<file path="src/rtl/ifu_ir_buffer_if.sv">
// Fetch/AHB/decode signal bundle for the instruction-return buffer.
// The master side is the fetch stage + bus + decode environment; the slave side is the buffer.
interface ifu_ir_buffer_if #(
  parameter int PC_WIDTH = 32
);
  logic                req_valid;
  logic [PC_WIDTH-1:0] req_pc;
  logic                i_hready;
  logic [31:0]         i_hrdata;
  logic [1:0]          i_hresp;
  logic                flush;
  logic                id_ready;
  logic                id_valid;
  logic [31:0]         id_instr;
  logic [PC_WIDTH-1:0] id_pc;
  logic                id_err;
  logic                fetch_stall;

  modport master (
    output req_valid, req_pc, i_hready, i_hrdata, i_hresp, flush, id_ready,
    input  id_valid, id_instr, id_pc, id_err, fetch_stall
  );

  modport slave (
    input  req_valid, req_pc, i_hready, i_hrdata, i_hresp, flush, id_ready,
    output id_valid, id_instr, id_pc, id_err, fetch_stall
  );
endinterface

</file>
<file path="src/rtl/ifu_ir_buffer.sv">
// Instruction-return stage: tracks the AHB address phase, captures the data beat and queues {instr, pc, err}.
// Optional same-cycle bypass of an incoming beat into an empty queue: define IFU_BUF_BYPASS_EN.
module ifu_ir_buffer #(
  parameter int          PC_WIDTH  = 32,
  parameter int          DEPTH     = 2,
  parameter logic [31:0] NOP_INSTR = 32'h0000_0013
) (
  input  logic            clk,
  input  logic            rst_n,
  ifu_ir_buffer_if.slave  bus
);

  localparam int AW = $clog2(DEPTH);
  localparam int CW = AW + 1;
  localparam logic [CW:0] DEPTH_W = (CW+1)'(DEPTH);

  typedef struct packed {
    logic [31:0]         instr;
    logic [PC_WIDTH-1:0] pc;
    logic                err;
  } entry_t;

  logic                pend_valid_q, pend_valid_d;
  logic                pend_kill_q, pend_kill_d;
  logic [PC_WIDTH-1:0] pend_pc_q, pend_pc_d;
  logic [AW-1:0]       rd_ptr_q, rd_ptr_d;
  logic [AW-1:0]       wr_ptr_q, wr_ptr_d;
  logic [CW-1:0]       count_q, count_d;
  entry_t              entry_q [DEPTH];
  entry_t              entry_d [DEPTH];

  logic   pend_live;
  logic   stall;
  logic   accept;
  logic   complete;
  logic   live;
  logic   fifo_empty;
  logic   bypass;
  logic   push;
  logic   pop;
  entry_t beat;
  entry_t out_entry;

  // Credit check uses registered state only, so fetch_stall has no path from the bus or decode.
  assign pend_live = pend_valid_q && !pend_kill_q;
  assign stall     = ({1'b0, count_q} + (CW+1)'(pend_live)) >= DEPTH_W;

  always_comb begin
    accept     = bus.req_valid && bus.i_hready && !stall;
    complete   = pend_valid_q && bus.i_hready;
    live       = complete && !pend_kill_q && !bus.flush;
    beat.err   = |bus.i_hresp;
    beat.instr = beat.err ? NOP_INSTR : bus.i_hrdata;
    beat.pc    = pend_pc_q;
    fifo_empty = (count_q == '0);
`ifdef IFU_BUF_BYPASS_EN
    bypass     = fifo_empty && live;
`else
    bypass     = 1'b0;
`endif
    out_entry  = '0;
    if (bypass) begin
      out_entry = beat;
    end else if (!fifo_empty) begin
      out_entry = entry_q[rd_ptr_q];
    end
    pop  = !fifo_empty && bus.id_ready;
    // A bypassed beat taken by decode in the same cycle never enters the queue.
    push = live && !(bypass && bus.id_ready);
  end

  always_comb begin
    pend_valid_d = pend_valid_q;
    pend_kill_d  = pend_kill_q;
    pend_pc_d    = pend_pc_q;
    if (accept) begin
      pend_valid_d = 1'b1;
      pend_kill_d  = 1'b0;
      pend_pc_d    = bus.req_pc;
    end else if (complete) begin
      pend_valid_d = 1'b0;
      pend_kill_d  = 1'b0;
    end else if (bus.flush && pend_valid_q) begin
      pend_kill_d  = 1'b1;
    end
  end

  always_comb begin
    rd_ptr_d = rd_ptr_q;
    wr_ptr_d = wr_ptr_q;
    count_d  = count_q;
    if (bus.flush) begin
      rd_ptr_d = '0;
      wr_ptr_d = '0;
      count_d  = '0;
    end else begin
      wr_ptr_d = wr_ptr_q + AW'(push);
      rd_ptr_d = rd_ptr_q + AW'(pop);
      count_d  = count_q + CW'(push) - CW'(pop);
    end
  end

  generate
    for (genvar gi = 0; gi < DEPTH; gi++) begin : g_entry
      assign entry_d[gi] = (push && (wr_ptr_q == AW'(gi))) ? beat : entry_q[gi];
    end
  endgenerate

  always_ff @(posedge clk) begin
    entry_q <= entry_d;
  end

  always_ff @(posedge clk) begin
    if (!rst_n) begin
      pend_valid_q <= 1'b0;
      pend_kill_q  <= 1'b0;
      pend_pc_q    <= '0;
      rd_ptr_q     <= '0;
      wr_ptr_q     <= '0;
      count_q      <= '0;
    end else begin
      pend_valid_q <= pend_valid_d;
      pend_kill_q  <= pend_kill_d;
      pend_pc_q    <= pend_pc_d;
      rd_ptr_q     <= rd_ptr_d;
      wr_ptr_q     <= wr_ptr_d;
      count_q      <= count_d;
    end
  end

  // The credit scheme must make a push into a full queue without a pop unreachable.
  assert property (@(posedge clk) disable iff (!rst_n)
                   !(push && !pop && (count_q == CW'(DEPTH))));

  assign bus.id_valid    = !fifo_empty || bypass;
  assign bus.id_instr    = out_entry.instr;
  assign bus.id_pc       = out_entry.pc;
  assign bus.id_err      = out_entry.err;
  assign bus.fetch_stall = stall;

endmodule
</file>
<file path="src/flat_wrapper.sv">
// flat-port wrapper written by rule: the top's interface ports become plain ports
module ifu_ir_buffer_flat 
#(
  parameter int          PC_WIDTH  = 32,
  parameter int          DEPTH     = 2,
  parameter logic [31:0] NOP_INSTR = 32'h0000_0013
)
  (clk, rst_n, bus_req_valid, bus_req_pc, bus_i_hready, bus_i_hrdata, bus_i_hresp, bus_flush, bus_id_ready, bus_id_valid, bus_id_instr, bus_id_pc, bus_id_err, bus_fetch_stall);
  ifu_ir_buffer_if #(.PC_WIDTH(PC_WIDTH)) bus_i ();
  input  logic clk;
  input  logic rst_n;
  input wire logic [$bits(bus_i.req_valid)-1:0] bus_req_valid;
  input wire logic [$bits(bus_i.req_pc)-1:0] bus_req_pc;
  input wire logic [$bits(bus_i.i_hready)-1:0] bus_i_hready;
  input wire logic [$bits(bus_i.i_hrdata)-1:0] bus_i_hrdata;
  input wire logic [$bits(bus_i.i_hresp)-1:0] bus_i_hresp;
  input wire logic [$bits(bus_i.flush)-1:0] bus_flush;
  input wire logic [$bits(bus_i.id_ready)-1:0] bus_id_ready;
  output wire logic [$bits(bus_i.id_valid)-1:0] bus_id_valid;
  output wire logic [$bits(bus_i.id_instr)-1:0] bus_id_instr;
  output wire logic [$bits(bus_i.id_pc)-1:0] bus_id_pc;
  output wire logic [$bits(bus_i.id_err)-1:0] bus_id_err;
  output wire logic [$bits(bus_i.fetch_stall)-1:0] bus_fetch_stall;
  assign bus_i.req_valid = bus_req_valid;
  assign bus_i.req_pc = bus_req_pc;
  assign bus_i.i_hready = bus_i_hready;
  assign bus_i.i_hrdata = bus_i_hrdata;
  assign bus_i.i_hresp = bus_i_hresp;
  assign bus_i.flush = bus_flush;
  assign bus_i.id_ready = bus_id_ready;
  assign bus_id_valid = bus_i.id_valid;
  assign bus_id_instr = bus_i.id_instr;
  assign bus_id_pc = bus_i.id_pc;
  assign bus_id_err = bus_i.id_err;
  assign bus_fetch_stall = bus_i.fetch_stall;
  ifu_ir_buffer #(.PC_WIDTH(PC_WIDTH), .DEPTH(DEPTH), .NOP_INSTR(NOP_INSTR)) u_core (.clk(clk), .rst_n(rst_n), .bus(bus_i));
endmodule
</file>
<file path="config.mk">
export PLATFORM = sky130hd
export DESIGN_NAME = ifu_ir_buffer_flat
export DESIGN_NICKNAME = d
export VERILOG_FILES = /design/src/rtl/ifu_ir_buffer_if.sv /design/src/rtl/ifu_ir_buffer.sv /design/src/flat_wrapper.sv
export SDC_FILE = /design/constraint.sdc
export NUM_CORES = 1
export LEC_CHECK = 0
export CAP_MARGIN = 30
export CORE_ASPECT_RATIO = 1.25
export CORE_MARGIN = 2
export CORE_UTILIZATION = 50
export CTS_CLUSTER_DIAMETER = 60
export DETAILED_ROUTE_END_ITERATION = 6
export GPL_ROUTABILITY_DRIVEN = 0
export PLACE_DENSITY = 0.78
export REMOVE_ABC_BUFFERS = 1
export SLEW_MARGIN = 0
export SYNTH_ARGS = -nofsm -noshare
export SYNTH_HDL_FRONTEND = slang
export SYNTH_SLANG_ARGS = --single-unit
</file>
<file path="constraint.sdc">
create_clock -name clk -period 3.75 [get_ports clk]
set_input_delay 0.75 -clock clk [delete_from_list [all_inputs] [get_ports clk]]
set_output_delay 0.75 -clock clk [all_outputs]
set_load 0.05 [all_outputs]
</file>
==> results of run 1 <==
worst max-delay path, delay by kind of cell (launching register included):
family / cells / cell delay [ns]
flip-flops: 1 / 0.39
AND/OR/NAND/NOR: 2 / 0.53
buffers and inverters: 2 / 1.27
sequential cells by signal, indices dropped and copies added, names as in the netlist:
register and flops:
u_core.pend_kill_q 1, u_core.pend_pc_q 32, u_core.rd_ptr_q 1, u_core.pend_valid_q 1
u_core.count_q 2, u_core.wr_ptr_q 1, u_core.entry_q 130
path summary, 6_finish.rpt:
check,endpoint,cells after the start
setup / recovery,bus_id_instr[21],4
hold / removal,u_core.entry_q[8]$_DFFE_PP_,0
setup reg to reg,u_core.entry_q[16]$_DFFE_PP_,3
hold reg to reg,u_core.entry_q[8]$_DFFE_PP_,0
area by class of cell:
| class | instances | area share [%] |
|---|---|---|
| Sequential cell | 168 | 52.6 |
| Multi-Input combinational cell | 282 | 21.0 |
| Timing Repair Buffer | 148 | 16.6 |
| Clock buffer | 17 | 4.80 |
| Tap cell | 171 | 2.41 |
| Clock inverter | 15 | 2.14 |
| Inverter | 8 | 0.339 |
layer usage:
metal  GRT usage, %  routed length (um)
met1           22.3                5460
met5              0                   0
met2           32.7                6840
met4           6.05                  90
met3           5.53                 886
power groups by stage:
stage	sequential [mW]	combinational, mW	clock, mW
after floorplan	2.08	0.0966	0
after global placement	2.08	0.216	0
after detailed placement	2.09	0.220	0
after CTS	2.05	0.222	1.82
after global routing	2.05	0.236	1.89
final	2.05	0.220	1.79
per-stage QoR:
stage / hold WS, ns / area [um2]
3_3_place_gp: 0.430 / 8250
6_report: 0.450 / 8870
4_1_cts: 0.452 / 8870
3_5_place_dp: 0.440 / 8250
5_1_grt: 0.464 / 8870
2_1_floorplan: 0.425 / 6540
cells in the final DEF, fill, tap and decap left out, drive strengths merged, types with 3 or more instances in the layout:
cell type      count
bufinv             3
nand2             65
mux2i             97
inv               13
nor2              70
clkinv             5
edfxtp           130
clkbuf            17
or3                3
dfxtp             38
buf               11
clkdlybuf4s50    137
and2              30
cell families after synthesis:
kind of cell | synth area share, %
flip-flops | 69.8
AND/OR/NAND/NOR | 11.3
multiplexers | 14.5
adder cells (fa/ha/maj) | 0.374
XOR/XNOR | 0.393
buffers and inverters | 2.60
AO/OA/AOI/OAI | 0.993
==> results by group, run 1 <==
Run status
  • Status: completed

Die
  • Initial Utilization: between 50% and 60%
  • Die W: around 110 um
  • Die ar.: around 14000 um2
  • IO Pins: between 100 and 150
  • Cell Rows: 47
  • Vert. Die Dim: 133 um
  • Core area: ~13000 um2

Yosys
  • FF+latch count, synth: between 150 and 200
  • Synthesized cell area: ~6700 um2
  • Post-Syn Instances: between 400 and 500
  • Yosys cell types: 28
  • Asr flop ratio synth: 0%
  • Number of synthesized flops with an enable pin: 130
  • Commonest cells post-synth: 130 x edfxtp_1, 97 x mux2i_1, 70 x nor2_1
  • Syn Area/Cell: 13.7 um2
  • YS warnings: 0
  • Sequential-to-total area share from yosys stat: 69.8%
  • Yosys top cell by area: edfxtp_1
  • Ys flop type: edfxtp_1
  • Yosys top cell area share: approximately 58%
  • Most common cell in the synthesized netlist: edfxtp_1
  • Synth top area cells: edfxtp_1 58%, mux2i_1 15%, dfxtp_1 11%

Timing
  • Worst-Margin Slew: around 0.83 ns
  • Max-slew violations: 0
  • Final setup margin: 0.386 ns
  • Peak Freq: between 0.2 and 0.3 GHz
  • Worst slew margin: 44.5%
  • Final Skew: approximately 0.010 ns
  • RSZ-0062 raised after global routing: false
  • Final hold violation count: 0
  • Min Tclk post-route: 3.36 ns
  • Setup_tns: 0 ns
  • Final setup violation count: 0
  • Final Cycle Share: between 80% and 90%

Setup path
  • R2R Setup Slk: approximately 1.7 ns
  • Worst-path fanout max: 50
  • Slowest CP cell: clkdlybuf4s50_1
  • Setup crit end kind: output pin
  • Critical Path RT: around 3.0 ns
  • CP Launch Point: u_core.count_q[1]$_SDFF_PP0_
  • WP data arrival: roughly 2.6 ns
  • Kind of critical path: flip-flop to output pin
  • Reg2reg start: u_core.pend_valid_q$_SDFFE_PN0P_
  • Worst path cell trace: nor2_4, buf_4, nor2_1, clkdlybuf4s50_1
  • Crit-path max cell delay: 0.73 ns
  • Critical Path Start Type: flip-flop

Clock tree
  • Clk Latency, worst-skew pair: 0.42 ns
  • Clock-pin slew on the worst setup and hold paths: about 0.06 ns
  • CTS H-tree lvls: 4
  • CTS tree: yes
  • Post-CTS sizing: 0
  • Total CTS buffers: 17
  • Setup bufs post-CTS: 0
  • Max Root-Sink Buffers: 2
  • Quantity of hold-fixing buffers added after cts: 0
  • Clk sinks: 168
  • CTS root buf: clkbuf_16

Pwr
  • P_int: about 3.2 mW
  • Pleak: around 3 nW
  • VDD IR max: 0.285 mV
  • Sequential power share: between 50% and 60%
  • Clock Power Share: 44.1%
  • Pwr Total: 4.05 mW
  • Net Switching: between 0.8 and 0.9 mW
  • Switching Fraction: between 20% and 30%
  • Comb power frac: under 10%
  • P per Cell Area: around 460 nW/um2

Global routing
  • Total gr overflow: 0
  • Vias in the first global route: around 4100
  • Largest net degree at the start of global routing: 51
  • Gr usage total: between 10% and 20%
  • First-pass GRT wire length: ~20 mm
  • Initial antenna violation count: 0

Run
  • Max-Cap Viols: 0

Detailed routing
  • Vias: 4108
  • Detailed Route WL: 13.3 mm
  • Avg WL per Cell: roughly 16 um
  • DR pass1 iterations: 4
  • Post-detailed-route via-to-cell ratio: approximately 5
  • # DRC: 0
  • Initial DRC count: approximately 150
  • Final ANT Viol Nets: 0

Cells and area
  • Area of the multi-input gates: approximately 1900 um2
  • Area occupied by registers: approximately 4700 um2
  • Nets: approximately 700
  • Layout fillers: 943
  • Layout cells sized above 1: about 7.8%
  • Fin util: between 60% and 70%
  • Area Growth Syn to Fin: 32.8%
  • Diodes inserted: 0
  • Finished Layout Cells: between 800 and 900

Place
  • Final HPWL DP: approximately 8.6 mm
  • Place WS: 0.819 ns
  • Port Buffer Count: around 140
  • Placed Instances: between 700 and 800

Worst hold path
  • Worst hold-check path type: flip-flop to flip-flop
  • Hold_sp: u_core.pend_pc_q[7]$_SDFFE_PN0P_
(Power assumes the default switching activity.)
==> inputs of run 2 (changes only) <==
- CORE_MARGIN: 2 -> not set
- SKIP_LAST_GASP: not set -> 1
- clock period: 3.75 -> 3.8 ns (I/O delays scaled with it)
==> run 2 against run 1 <==
- global-route usage grew 0.35 points
- sequential share of layout area grew 0.36 points
- highest routed layer unchanged
- power shrank 5.2%
- via count shrank 1.0%
- non-clock buffer count shrank 2
- count of clock-buffer cells in the layout is the same
==> results by group, run 2 (same netlist as run 1, synthesis figures left out) <==
Cells and area
  • Area Growth Syn to Fin: 31.9%
  • Largest regs: u_core.entry_q (130), u_core.pend_pc_q (32), u_core.count_q (2)
  • Commonest non-fill, non-tap cells in the layout: 137 x clkdlybuf4s50_1, 130 x edfxtp_1, 97 x mux2i_1, 69 x nor2_1, 64 x nand2_1
  • Fin area: 8810 um2 (-0.68%)
  • Diodes inserted: 0 (unchanged)
  • Max reg flops: 130 (unchanged)
  • Nets: 697 (-0.29%)
  • Most flop-heavy register: u_core.entry_q
  • Layout cells sized above 1: 7.55% (-0.29 points)
  • Commonest non-fill, non-tap cell in the layout: clkdlybuf4s50_1
  • Finished Layout Cells: 804 (-0.62%)

Clock tree
  • Clk Latency, worst-skew pair: 0.41 ns (about the same)
  • CTS tree: yes
  • CTS H-tree lvls: 4 (unchanged)
  • Max Root-Sink Buffers: 2 (unchanged)
  • Post-CTS sizing: 0 (unchanged)
  • CTS root buf: clkbuf_16
  • Clk sinks: 168 (unchanged)
  • Total CTS buffers: 17 (unchanged)
  • Setup bufs post-CTS: 0 (unchanged)
  • Clock-pin slew on the worst setup and hold paths: 0.06 ns (about the same)
  • Quantity of hold-fixing buffers added after cts: 0 (unchanged)

Place
  • Final HPWL DP: 8.49 mm (-1.8%)
  • Placed cell area: 8250 um2 (about the same)
  • Port Buffer Count: 138 (unchanged)
  • Placed Instances: 772 (-0.64%)

Global routing
  • First-pass GRT wire length: 20.3 mm (-0.30%)
  • Total gr overflow: 0 (unchanged)
  • Vias in the first global route: 4077 (-1.5%)
  • Largest net degree at the start of global routing: 66 (+29%)
  • Initial antenna violation count: 0 (unchanged)
  • Gr usage total: 19.1% (+0.35 points)

Setup path
  • Cell family with most CP delay: buffers and inverters
  • Worst path cell trace: buf_12, mux2i_1, nor2_1, clkdlybuf4s50_1
  • Critical Path RT: 3.04 ns (+0.04 ns)
  • WP data arrival: 2.47 ns (-0.14 ns)
  • Slowest CP cell: clkdlybuf4s50_1
  • Setup crit end kind: output pin
  • CP bufs+invs: 2 (unchanged)
  • Kind of critical path: flip-flop to output pin
  • Crit-path max cell delay: 0.82 ns (+0.09 ns)
  • Worst-path fanout max: 34 (-32%)
  • Critical Path Start Type: flip-flop

Detailed routing
  • DR pass1 iterations: 4 (unchanged)
  • Final ANT Viol Nets: 0 (unchanged)
  • # DRC: 0 (unchanged)
  • Vias: 4065 (-1.0%)
  • Avg WL per Cell: 16.0 um (-2.2%)
  • Initial DRC count: 210 (+45%)
  • Detailed Route WL: 12.9 mm (-2.8%)
  • Post-detailed-route via-to-cell ratio: 5.06 (-0.43%)

Pwr
  • Pwr Total: 3.84 mW (-5.2%)
  • Comb power frac: 5.6% (+0.2 points)
  • Switching Fraction: 22.4% (+1.5 points)
  • Sequential power share: 52.5% (+2.0 points)
  • Net Switching: 0.862 mW (+1.8%)
  • P_int: 2.98 mW (-7.0%)
  • VDD IR max: 0.329 mV (+15%)
  • Pleak: 2.99 nW (-0.92%)
  • Clock Power Share: 41.8% (-2.3 points)
  • P per Cell Area: 436 nW/um2 (-4.5%)

Timing
  • Min Tclk post-route: around 3.2 ns
  • Final setup violation count: 0 (unchanged)
  • Worst slew margin: 41.4% (-3.1 points)
  • Final Cycle Share: between 80% and 90%
  • Final Skew: 0.00691 ns (-0.00358 ns)
  • Max-slew violations: 0 (unchanged)
  • Worst-Margin Slew: 0.879 ns (+0.0463 ns)
  • Peak Freq: 0.309 GHz
  • RSZ-0062 raised after global routing: false
  • Final hold violation count: 0 (unchanged)

Die
  • Die W: 105 um (-1.9%)
  • Initial Utilization: 52.1% (+1.3 points)
  • Die ar.: 13800 um2 (-3.3%)
  • IO Pins: 139 (unchanged)
  • Vert. Die Dim: 131 um (-1.5%)
  • Core area: 12800 um2 (-2.6%)
  • Cell Rows: 46 (-2.1%)

Run
  • Max-Cap Viols: 0 (unchanged)

Run status
  • Status: completed

Worst hold path
  • Worst hold-check path type: flip-flop to flip-flop
-- run 2: power groups by stage --
stage	Combinational, mW	Clock, mW	Sequential (mW)
floorplan	0.0953	0	2.06
global placement	0.212	0	2.06
detailed placement	0.218	0	2.06
CTS	0.220	1.63	2.02
global route	0.234	1.70	2.02
finish	0.217	1.61	2.02
-- run 2: final cells by class --
class	instances	area, um2
flip-flops and latches	168	4670
fillers	904	4030
multi-input cells	282	1870
repair buffers	146	1470
clock buffers	17	425
well taps	168	210
clock inverters	15	136
inverters	8	30.0
-- run 2: per-stage QoR --
stage	TNS (ns)	hold WS (ns)	util, %	setup WS, ns
3_3_place_gp	0	0.430	64.3	1.02
2_1_floorplan	-16.07	0.425	-	-0.244
6_report	0	0.456	68.6	0.568
4_1_cts	0	0.452	68.6	0.549
5_1_grt	0	0.470	68.6	0.450
3_5_place_dp	0	0.434	64.3	0.949
-- run 2: final timing paths --
kind / from / endpoint / slack, ns / depth (start not counted)
max: u_core.rd_ptr_q$_SDFF_PP0_ / bus_id_instr[25] / 0.57 / 4
max reg2reg: u_core.pend_valid_q$_SDFFE_PN0P_ / u_core.entry_q[17]$_DFFE_PP_ / 1.84 / 2
min reg2reg: u_core.pend_pc_q[25]$_SDFFE_PN0P_ / u_core.entry_q[26]$_DFFE_PP_ / 0.46 / 0
min: u_core.pend_pc_q[25]$_SDFFE_PN0P_ / u_core.entry_q[26]$_DFFE_PP_ / 0.46 / 0
-- run 2: layer usage --
metal	share of wire, %	global-route usage (%)	wire [um]
met3	6.1	4.76	793
met2	51	33.3	6640
met4	1.0	5.48	132
met1	41	23.4	5340
met5	0	0	0
==> inputs of run 3 (changes only) <==
- CORE_MARGIN: not set -> 8
- GPL_TIMING_DRIVEN: not set -> 1
==> run 3 against run 2 <==
- worst hold slack got worse by 0.0052 ns
- utilization fell by 2.0 points
- combinational power about the same
- largest cell class unchanged
- clock skew rose by 0.0030 ns
- clock power fell by 5%
- sequential share of layout area rose by 0.17 points
==> results by group, run 3 (same netlist as run 1, synthesis figures left out) <==
Global routing
  • Total gr overflow: 0 (unchanged)
  • Vias in the first global route: 4167 (+2.2%)
  • Initial antenna violation count: 0 (unchanged)
  • First-pass GRT wire length: 21.1 mm (+3.7%)
  • Largest net degree at the start of global routing: 66 (unchanged)
  • Gr usage total: 15.6% (-3.5 points)

Die
  • Cell Rows: 47 (+2.2%)
  • IO Pins: 139 (unchanged)
  • Die ar.: 17300 um2 (+25%)
  • Vert. Die Dim: 145 um (+11%)
  • Initial Utilization: 50.7% (-1.3 points)
  • Core area: 13200 um2 (+2.6%)
  • Die W: 119 um (+13%)

Setup path
  • Critical Path RT: 3.04 ns (about the same)
  • WP data arrival: 2.78 ns (+0.31 ns)
  • R2R Setup Slk: 1.81 ns (-0.03 ns)
  • Reg2reg start: u_core.pend_valid_q$_SDFFE_PN0P_
  • Kind of critical path: flip-flop to output pin
  • Worst-case reg-to-reg path depth: 2 (unchanged)
  • Setup crit end kind: output pin
  • Worst-path fanout max: 34 (unchanged)
  • Critical Path Start Type: flip-flop
  • Reg2reg end: u_core.entry_q[21]$_DFFE_PP_

Timing
  • Final Cycle Share: 93.1% (+8.1 points)
  • Worst-Margin Slew: 0.874 ns (-0.00493 ns)
  • Worst slew margin: 41.8% (+0.33 points)
  • Peak Freq: 0.283 GHz (-8.7%)
  • Final setup violation count: 0 (unchanged)
  • Max-slew violations: 0 (unchanged)
  • Hold Slack: 0.450 ns (-0.00523 ns)
  • Setup_tns: 0 ns (unchanged)
  • Final hold violation count: 0 (unchanged)
  • Min Tclk post-route: 3.54 ns (+0.307 ns)
  • RSZ-0062 raised after global routing: false
  • Final Skew: 0.00990 ns (+0.00299 ns)

Worst hold path
  • Hold Crit Depth: 0 (unchanged)
  • Worst hold-check path type: flip-flop to flip-flop
  • Hold_sp: u_core.pend_pc_q[10]$_SDFFE_PN0P_
  • WHS Endpoint: u_core.entry_q[11]$_DFFE_PP_

Detailed routing
  • Post-detailed-route via-to-cell ratio: 5.07 (+0.27%)
  • Vias: 4086 (+0.52%)
  • # DRC: 0 (unchanged)
  • Final ANT Viol Nets: 0 (unchanged)
  • Detailed Route WL: 13.5 mm (+4.3%)
  • DR pass1 iterations: 4 (unchanged)
  • Initial DRC count: 224 (+6.7%)
  • Avg WL per Cell: 16.7 um (+4.1%)

Pwr
  • VDD IR max: 0.340 mV (+3.2%)
  • Pleak: 2.95 nW (-1.2%)
  • P per Cell Area: 429 nW/um2 (-1.6%)

Clock tree
  • Clk sinks: 168 (unchanged)
  • Clk Latency, worst-skew pair: 0.41 ns (about the same)
  • Setup bufs post-CTS: 0 (unchanged)
  • CTS tree: yes
  • Post-CTS sizing: 0 (unchanged)
  • CTS root buf: clkbuf_16
  • CTS H-tree lvls: 4 (unchanged)
  • Clock-pin slew on the worst setup and hold paths: 0.06 ns (about the same)
  • Total CTS buffers: 17 (unchanged)
  • Quantity of hold-fixing buffers added after cts: 0 (unchanged)
  • Max Root-Sink Buffers: 2 (unchanged)

Run
  • Max-Cap Viols: 0 (unchanged)

Cells and area
  • Max reg flops: 130 (unchanged)
  • Largest regs: u_core.entry_q (130), u_core.pend_pc_q (32), u_core.count_q (2)
  • Diodes inserted: 0 (unchanged)
  • Commonest non-fill, non-tap cell in the layout: clkdlybuf4s50_1
  • Area Growth Syn to Fin: 31.4%
  • Most flop-heavy register: u_core.entry_q
  • Layout cells sized above 1: 6.93% (-0.62 points)
  • Nets: 696 (-0.14%)
  • Commonest non-fill, non-tap cells in the layout: 137 x clkdlybuf4s50_1, 130 x edfxtp_1, 97 x mux2i_1, 69 x nor2_1, 64 x nand2_1

Place
  • Port Buffer Count: 138 (unchanged)
  • Final HPWL DP: 9.10 mm (+7.2%)

Run status
  • Status: completed
run 3: cell count changes in the layout (fill, tap and decap cells not counted), moves of 2 or more:
cell,before,now
clkinvlp_4,2,6
inv_6,4,0
clkinv_2,0,2
inv_8,5,0
clkbuf_1,0,4
run 3: worst max-delay path by stage:
stage	start	to	depth (start not counted)
final	u_core.count_q[1]$_SDFF_PP0_	bus_id_instr[23]	4
after global routing	u_core.count_q[1]$_SDFF_PP0_	bus_id_instr[26]	4
after CTS	u_core.count_q[1]$_SDFF_PP0_	bus_id_instr[23]	4
after detailed placement	u_core.count_q[1]$_SDFF_PP0_	bus_id_instr[23]	4
after global placement	u_core.count_q[1]$_SDFF_PP0_	bus_id_instr[3]	4
after floorplan	u_core.rd_ptr_q$_SDFF_PP0_	bus_id_err	2
run 3: worst max-delay path, cell delays in order, from the launching register on:
cell and delay [ns]:
dfxtp_1 0.39, nor2_4 0.71, buf_4 0.45, nor2_1 0.11, clkdlybuf4s50_1 0.72
run 3: where the power goes:
part	total [mW]	leakage (nW)	internal [mW]	switching, mW
Sequential	2.02	1.55	2.00	0.0165
Combinational	0.217	1.16	0.114	0.104
Clock	1.53	0.243	0.873	0.661
run 3: routing by layer:
layer  share of wire [%]  vias to the layer above  track usage (%)
met5                   0                        -                0
met4                 1.9                        0             6.51
met3                 6.7                       21             4.62
met2                  49                      140             25.9
met1                  42                     1948             18.4
li1                    -                     1977                -
run 3: per-stage QoR:
step                util, %  cells  instance area [um2]  total power [mW]  setup slack (ns)
floorplan                 -    458                 6540              2.15            -0.244
finish                 66.7    806                 8780              3.77             0.261
global placement       62.6    774                 8240              2.27             0.750
CTS                    66.7    806                 8780              3.79             0.225
global route           66.7    806                 8780              3.88            0.0679
detailed placement     62.6    774                 8240              2.28             0.667
run 3: final cells by class:
type                       count  area [um2]
clock buffer                  22         465
inverter                       8        30.0
sequential                   168        4670
tap                          171         214
timing repair buffer         145        1470
multi-input combinational    282        1870
clock inverter                10        72.6
fill                         950        4390
